--- config.mk ---
export PLATFORM = sky130hd
export DESIGN_NAME = controlador_turnos
export DESIGN_NICKNAME = d
export VERILOG_FILES = /design/src/rtl/controlador_turnos.sv
export SDC_FILE = /design/constraint.sdc
export NUM_CORES = 1
export LEC_CHECK = 0
export BUFFER_PORTS_ARGS = -buffer_cell sky130_fd_sc_hd__buf_2
export CAP_MARGIN = 10
export CORE_MARGIN = 2
export CORE_UTILIZATION = 46
export CTS_CLUSTER_DIAMETER = 80
export DETAILED_ROUTE_END_ITERATION = 16
export PLACE_DENSITY = 0.61
export SETUP_SLACK_MARGIN = 0.2
export SYNTH_ARGS = -nofsm -noshare
export SYNTH_HDL_FRONTEND = slang
export SYNTH_SLANG_ARGS = --single-unit
--- constraint.sdc ---
create_clock -name clk -period 2.3 [get_ports clk]
set_clock_uncertainty 0.15 [all_clocks]
set_input_delay 0.46 -clock clk [delete_from_list [all_inputs] [get_ports clk]]
set_output_delay 0.46 -clock clk [all_outputs]
set_load 0.005 [all_outputs]
--- src/rtl/controlador_turnos.sv ---
// Turn controller: takes the initializer handshake, alternates the active player
// on each committed move, forfeits expired turns and freezes when the game ends.
module controlador_turnos #(
    parameter int unsigned CICLOS_POR_SEG = 50_000_000,
    parameter int unsigned SEGUNDOS_TURNO = 10
) (
    input  logic       clk,
    input  logic       reset,
    input  logic       listo,
    input  logic       jugador_inicial,
    input  logic       jugada_valida,
    input  logic       juego_terminado,
    output logic       jugador_actual,
    output logic       turno_activo,
    output logic [3:0] tiempo_restante,
    output logic       timeout,
    output logic       cambio_turno,
    output logic       fin
);

    localparam int unsigned PW = (CICLOS_POR_SEG > 1) ? $clog2(CICLOS_POR_SEG) : 1;
    localparam logic [PW-1:0] PRESC_MAX  = PW'(CICLOS_POR_SEG - 1);
    localparam logic [3:0]    TIEMPO_INI = 4'(SEGUNDOS_TURNO);

    typedef enum logic [1:0] {StEspera, StTurno, StCambio, StFin} estado_e;

    estado_e       state_q, state_d;
    logic [PW-1:0] presc_q, presc_d;
    logic          jugador_q, jugador_d;
    logic          activo_q, activo_d;
    logic [3:0]    tiempo_q, tiempo_d;
    logic          timeout_q, timeout_d;
    logic          cambio_q, cambio_d;
    logic          fin_q, fin_d;

    logic wrap;
    logic expira;

    assign wrap   = (presc_q == PRESC_MAX);
    assign expira = wrap && (tiempo_q == 4'd1);

    always_ff @(posedge clk) begin
        if (reset) begin
            state_q   <= StEspera;
            presc_q   <= '0;
            jugador_q <= 1'b0;
            activo_q  <= 1'b0;
            tiempo_q  <= 4'd0;
            timeout_q <= 1'b0;
            cambio_q  <= 1'b0;
            fin_q     <= 1'b0;
        end else begin
            state_q   <= state_d;
            presc_q   <= presc_d;
            jugador_q <= jugador_d;
            activo_q  <= activo_d;
            tiempo_q  <= tiempo_d;
            timeout_q <= timeout_d;
            cambio_q  <= cambio_d;
            fin_q     <= fin_d;
        end
    end

    // Priority in TURNO: game end, then move, then expiry.
    always_comb begin
        state_d = state_q;
        case (state_q)
            StEspera: begin
                if (listo) state_d = StTurno;
            end
            StTurno: begin
                if (juego_terminado)    state_d = StFin;
                else if (jugada_valida) state_d = StCambio;
                else if (expira)        state_d = StCambio;
            end
            StCambio: begin
                if (juego_terminado) state_d = StFin;
                else                 state_d = StTurno;
            end
            StFin:   state_d = StFin;
            default: state_d = StEspera;
        endcase
    end

    always_comb begin
        presc_d   = presc_q;
        jugador_d = jugador_q;
        activo_d  = activo_q;
        tiempo_d  = tiempo_q;
        timeout_d = 1'b0;
        cambio_d  = 1'b0;
        fin_d     = fin_q;
        case (state_q)
            StEspera: begin
                if (listo) begin
                    jugador_d = jugador_inicial;
                    tiempo_d  = TIEMPO_INI;
                    presc_d   = '0;
                    activo_d  = 1'b1;
                end
            end
            StTurno: begin
                if (juego_terminado) begin
                    fin_d    = 1'b1;
                    activo_d = 1'b0;
                end else if (jugada_valida) begin
                    activo_d = 1'b0;
                end else begin
                    presc_d = wrap ? '0 : presc_q + PW'(1);
                    if (wrap && (tiempo_q != 4'd0)) tiempo_d = tiempo_q - 4'd1;
                    if (expira) begin
                        timeout_d = 1'b1;
                        activo_d  = 1'b0;
                    end
                end
            end
            StCambio: begin
                if (juego_terminado) begin
                    fin_d    = 1'b1;
                    activo_d = 1'b0;
                end else begin
                    jugador_d = ~jugador_q;
                    tiempo_d  = TIEMPO_INI;
                    presc_d   = '0;
                    cambio_d  = 1'b1;
                    activo_d  = 1'b1;
                end
            end
            StFin: begin
                fin_d    = 1'b1;
                activo_d = 1'b0;
            end
            default: ;
        endcase
    end

    assign jugador_actual  = jugador_q;
    assign turno_activo    = activo_q;
    assign tiempo_restante = tiempo_q;
    assign timeout         = timeout_q;
    assign cambio_turno    = cambio_q;
    assign fin             = fin_q;

endmodule

==> results of run 1 <==
## registers in the layout (all words and copies together) (netlist names)
register,flops
cambio_turno,1
fin,1
jugador_actual,1
presc_q,26
state_q,2
tiempo_restante,4
timeout,1
turno_activo,1
## logic make-up after synthesis
kind of cell / after synthesis / synth area share [%]
AO/OA/AOI/OAI: 46 / 16.17
adder cells (fa/ha/maj): 9 / 5.310
flip-flops: 37 / 34.93
buffers and inverters: 18 / 3.716
XOR/XNOR: 15 / 6.195
AND/OR/NAND/NOR: 120 / 33.69
## metrics by stage
| stage | setup slack (ps) | hold WS, ps | area [µm²] | cells | utilization [%] |
|---|---|---|---|---|---|
| 2_1_floorplan | 246.8 | 296.7 | 2123 | 245 | - |
| 3_3_place_gp | 138.6 | 298.9 | 2305 | 314 | 52.57 |
| 3_5_place_dp | 64.97 | 310.6 | 2305 | 314 | 52.57 |
| 4_1_cts | 173.6 | 328.3 | 2482 | 325 | 56.62 |
| 5_1_grt | 160.8 | 347.4 | 2613 | 328 | 59.59 |
| 6_report | 257.8 | 320.9 | 2613 | 328 | 59.59 |
## power by group
| group | total [µW] | internal [µW] | switching, µW |
|---|---|---|---|
| Sequential | 740 | 694 | 46.6 |
| Clock | 679 | 431 | 248 |
| Combinational | 628 | 278 | 350 |
| Total | 2050 | 1400 | 645 |
## how the worst min path moves through the flow
stage                  end
2_1_floorplan  presc_q[25]
3_3_place_gp           fin
3_5_place_dp           fin
4_1_cts                fin
5_1_grt        presc_q[25]
6_report               fin
## per-layer routing
| layer | part of all wire [%] | global-route usage [%] |
|---|---|---|
| met5 | 0 | 0 |
| met4 | 1.9 | 6.080 |
| met2 | 46 | 31.58 |
| met1 | 49 | 29.59 |
| met3 | 3.2 | 4.167 |
## final cells by class
cell class	count	area, µm²
Sequential cell	37	749.5
Clock buffer	5	68.82
Tap cell	52	65.06
Clock inverter	3	65.06
Multi-Input combinational cell	190	1421
Inverter	12	47.55
Timing Repair Buffer	29	195.2
Fill cell	412	1772
## placed cells by master, fill, tap and decap left out, types with 5 or more instances in the layout
master / count
a21oi_1: 14
a31oi_1: 5
and4_1: 5
buf_2: 14
buf_4: 14
clkbuf_8: 5
dfxtp_1: 34
ha_1: 5
inv_1: 10
nand2_1: 17
nand3_1: 12
nand4_1: 13
nor2_1: 21
nor3_1: 5
or4_1: 5
xnor2_1: 12
## critical path, stage by stage (launching register included)
cell	delay, ps
dfxtp_1	450
and4bb_2	290
nand4_2	190
o21ai_4	120
buf_4	140
or4_1	460
a31oi_1	160
## repair_timing
| action | 4_1_cts | 5_1_grt |
|---|---|---|
| hold endpoints to repair | 0 | 0 |
| buffers inserted | 3 | 3 |
| resized for setup | 4 | 26 |
| cloned | 0 | 0 |
| endpoints found under the setup margin | 26 | 33 |
| pin swaps | 1 | 6 |
==> reports/results.tsv, run 1 <==
stage	metric	value	unit
finish	# diodes	0	
routing	Via Count	1952	
placement	# port buffers	14	
synthesis	Yosys warning count	0	
synthesis	register area share after synthesis	34.93	%
floorplanning	die width	71.90	µm
synthesis	Main synth FF type	dfxtp_1	
global_routing	number of global-route vias before repair	1742	
power_and_ir_drop	static leakage	0.0008859	µW
clock_network	Clk Latency, worst-skew pair	290	ps
placement	DP Wirelength	3.629	mm
sta	slew margin rel.	69.38	%
routing	final wirelength	5.241	mm
synthesis	most frequent cell after synthesis	dfxtp_1	
floorplanning	CORE AREA	4384	µm²
hold_path	hold path start	fin	
global_routing	total global-route track usage	20.66	%
run_status	status	complete, no violations	
critical_path	WP data arrival	2110	ps
finish	Area Growth Syn to Fin	23.19	%
sta	RSZ-0062 raised after global routing	yes	
critical_path	Reg-to-Reg Start	presc_q[7]	
clock_network	Bufs on Longest Clock Path	2	
hold_path	worst hold path class	reg -> reg	
sta	final setup vio count	0	
sta	period utilisation layout	88.79	%
synthesis	post-synthesis cell type count	53	
clock_network	TritonCTS Buffers	5	
critical_path	reg-to-reg slack, setup	260	ps
finish	share of cells above drive strength 1	26.81	%
routing	DRT iter0 DRCs	110	
critical_path	Crit Path Max Fanout	7	
floorplanning	Die Y-Extent	71.90	µm
clock_network	CTS Sinks	37	
floorplanning	DIE AREA	5170	µm²
critical_path	crit path kind	reg -> reg	
sta	fmax	489.7	MHz
routing	Via-to-Cell Ratio	5.951	
critical_path	worst endpoint required time	2370	ps
flow_run	Max-Cap Viols	0	
floorplanning	# rows	24	
sta	post-route minimum period	2042	ps
global_routing	largest net degree at the start of global routing	26	
hold_path	Hold Crit Depth	2	
critical_path	Worst Setup SP	presc_q[7]	
synthesis	Synth Net Count	260	
synthesis	area share of the largest cell type after synthesis	34.93	%
clock_network	CTS tree	built	
synthesis	top area cells in the synthesized netlist	dfxtp_1, ha_1, xnor2_1, nor2_1, nand4_1	
routing	post-route ant nets	0	
sta	Slew @ Worst Pin	447.8	ps
critical_path	R2R depth	6	
sta	Post-Route Setup TNS	0	ps
sta	Final Hold Fails	0	
power_and_ir_drop	Max VDD drop	490.6	µV
power_and_ir_drop	power after layout	2047	µW
routing	drt wl/cell	15.98	µm
critical_path	endpoint of the lowest-slack register-to-register path	presc_q[7]	
synthesis	Async SR Flop Fraction	0	%
critical_path	startpoint types	flip-flop	
clock_network	Reg clk slew, reported paths	80	ps
synthesis	syn_area_per_cell	8.656	µm²
synthesis	Post-synth EDFFs	0	
global_routing	grt ovf	0	
critical_path	Worst Setup End Kind	flip-flop	
synthesis	Seq cells post-synth	37	
clock_network	CTS Root Cell	clkbuf_8	
finish	# nets final	290	
synthesis	area leader, netlist	dfxtp_1	
sta	Slew Limit Fails	0	
global_routing	initial antenna violation count	0	
synthesis	Gate Count Post-Synth	245	
synthesis	synthesized area	2121	µm²
power_and_ir_drop	PwrDens	783.6	nW/µm²
clock_network	Hold-fix buffers, CTS	0	
global_routing	first-pass GRT wire length	8.431	mm
routing	DRC errors left	0	
critical_path	crit path to	presc_q[7]	
floorplanning	io pins	15	
routing	Pre-Repair DR Iteration Count	4	
placement	RePlAce Congestion	0.8029	
floorplanning	Starting Density	48.37	%
clock_network	H-Tree Depth	2	
synthesis	most frequent cells after synthesis	dfxtp_1, nor2_1, nand2_1	
(Power assumes the default switching activity.)
==> inputs of run 2 (changes only) <==
ABC_AREA = 1   (was not set)
CORE_UTILIZATION = 50   (was 46)
PLACE_DENSITY = 0.65   (was 0.61)
==> reports/results.tsv, run 2 <==
stage	metric	value	unit
sta	Final Worst Setup Slack	328.1	ps
critical_path	WP data arrival	1990	ps
floorplanning	Die Y-Extent	73.37	µm
critical_path	crit path kind	reg -> reg	
run_status	status	complete, no violations	
power_and_ir_drop	Max VDD drop	392.1	µV
global_routing	initial antenna violation count	0	
clock_network	CTS Sinks	37	
synthesis	most frequent cell after synthesis	nand2_1	
synthesis	syn_area_per_cell	6.332	µm²
finish	most frequent cells in the layout	nand2_1, nor2_1, inv_1, dfxtp_1, nand3_1	
clock_network	Reg clk slew, reported paths	80	ps
floorplanning	die width	73.37	µm
synthesis	Seq cells post-synth	37	
sta	post-route minimum period	1972	ps
sta	slew margin rel.	68.78	%
sta	Slew Limit Fails	0	
hold_path	Hold Crit Depth	2	
sta	Slew @ Worst Pin	467.3	ps
synthesis	Main synth FF type	dfxtp_1	
critical_path	endpoint of the lowest-slack register-to-register path	presc_q[10]	
finish	commonest non-fill, non-tap cell in the layout	nand2_1	
critical_path	reg-to-reg slack, setup	330	ps
hold_path	Min-Delay Endpoint	cambio_turno	
finish	Top reg by flops	presc_q	
critical_path	Crit Path Max Fanout	8	
flow_run	Max-Cap Viols	0	
hold_path	hold path start	juego_terminado	
finish	Fill cells	480	
power_and_ir_drop	power after layout	1982	µW
synthesis	Post-synth EDFFs	0	
routing	DRT iter0 DRCs	148	
hold_path	worst hold path class	in -> reg	
placement	DP Wirelength	4.480	mm
global_routing	total global-route track usage	23.66	%
clock_network	CTS tree	built	
placement	Setup WS pre-CTS	197.5	ps
synthesis	post-synthesis cell type count	33	
synthesis	most frequent cells after synthesis	nand2_1, nor2_1, inv_1	
floorplanning	DIE AREA	5383	µm²
clock_network	Bufs on Longest Clock Path	2	
synthesis	register area share after synthesis	30.79	%
floorplanning	Starting Density	51.28	%
finish	max reg flops	26	
synthesis	Yosys warning count	0	
clock_network	Clk Latency, worst-skew pair	290	ps
routing	Via Count	2327	
critical_path	Reg-to-Reg Start	presc_q[0]	
clock_network	TritonCTS Buffers	5	
synthesis	area leader, netlist	dfxtp_1	
finish	# nets final	419	
clock_network	# Post-CTS Setup Buffers	0	
synthesis	Gate Count Post-Synth	380	
global_routing	largest net degree at the start of global routing	13	
synthesis	top area cells in the synthesized netlist	dfxtp_1, nand2_1, nor2_1, inv_1, nand3_1	
synthesis	synthesized area	2406	µm²
finish	share of cells above drive strength 1	16.54	%
critical_path	Worst Setup End Kind	flip-flop	
sta	RSZ-0062 raised after global routing	no	
synthesis	Async SR Flop Fraction	0	%
power_and_ir_drop	static leakage	0.001123	µW
global_routing	number of global-route vias before repair	2073	
synthesis	Synth Net Count	395	
floorplanning	io pins	15	
synthesis	area share of the largest cell type after synthesis	30.79	%
finish	# diodes	0	
floorplanning	CORE AREA	4692	µm²
clock_network	CTS Root Cell	clkbuf_8	
placement	# port buffers	14	
power_and_ir_drop	PwrDens	727.2	nW/µm²
routing	post-route ant nets	0	
critical_path	R2R depth	11	
global_routing	first-pass GRT wire length	9.804	mm
sta	fmax	507.1	MHz
routing	drt wl/cell	12.63	µm
finish	Area Growth Syn to Fin	13.26	%
placement	RePlAce Congestion	0.8708	
routing	final wirelength	5.797	mm
critical_path	worst endpoint required time	2320	ps
clock_network	H-Tree Depth	2	
sta	final setup vio count	0	
floorplanning	# rows	25	
critical_path	startpoint types	flip-flop	
global_routing	grt ovf	0	
routing	Via-to-Cell Ratio	5.070	
routing	DRC errors left	0	
routing	Pre-Repair DR Iteration Count	4	
sta	Final Hold Fails	0	
sta	period utilisation layout	85.73	%
sta	Post-Route Setup TNS	0	ps
-- run 2: logic make-up after synthesis --
kind of cell,share of synthesized area [%]
xor+xnor,1.456
simple gates,47.27
buf+inv,9.308
compound gates,6.501
fa+ha+maj,4.680
flops,30.79
-- run 2: layer usage --
layer  part of all wire (%)  global-route usage [%]  up-vias
li1                       -                       -     1245
met4                    1.6                   7.273        0
met1                     49                   31.96     1034
met2                     45                   38.14       39
met3                    4.2                   4.664        9
met5                      0                       0        -
-- run 2: per-stage QoR --
step,instance area (µm²),cells,hold WS (ps),util (%)
finish,2725,459,276.3,58.08
global route,2725,459,285.2,58.08
CTS,2696,459,274.4,57.47
detailed placement,2571,451,311.6,54.80
global placement,2571,451,302.1,54.80
floorplan,2406,380,304.7,-
-- run 2: worst max-delay path by stage --
stage	startpoint	end	cells after the start
floorplan	state_q[0]	presc_q[18]	11
global placement	state_q[1]	presc_q[9]	9
detailed placement	state_q[1]	presc_q[9]	9
CTS	state_q[0]	presc_q[18]	11
global route	state_q[0]	presc_q[19]	11
finish	presc_q[0]	presc_q[10]	11
-- run 2: critical path, stage by stage, from the launching register on --
cell and delay (ps):
dfxtp_1 380, ha_1 220, nand3_2 140, inv_2 100
nand2_1 60, nor2_2 130, nand2_2 90, nand2_4 130
nand2_2 60, nand2_2 140, buf_4 180, nor3_1 50
-- run 2: power by group --
| group | internal [µW] | total (µW) | switching (µW) |
|---|---|---|---|
| logic | 235 | 646 | 410 |
| clock network | 353 | 595 | 242 |
| registers | 697 | 741 | 44.4 |
-- run 2: timing repair --
item,CTS,global route
setup endpoints to repair,1,23
gates cloned,0,0
hold buffers,0,0
gates resized for setup,1,9
pin swaps,0,1
-- run 2: final cells by class --
class                      count  area (µm²)  area share (%)
timing repair buffer          22       130.1           4.775
multi-input combinational    287        1469           53.90
sequential                    37       747.0           27.41
inverter                      51       191.4           7.025
clock inverter                 2       37.54           1.377
tap                           54       67.56           2.479
clock buffer                   6       82.58           3.030
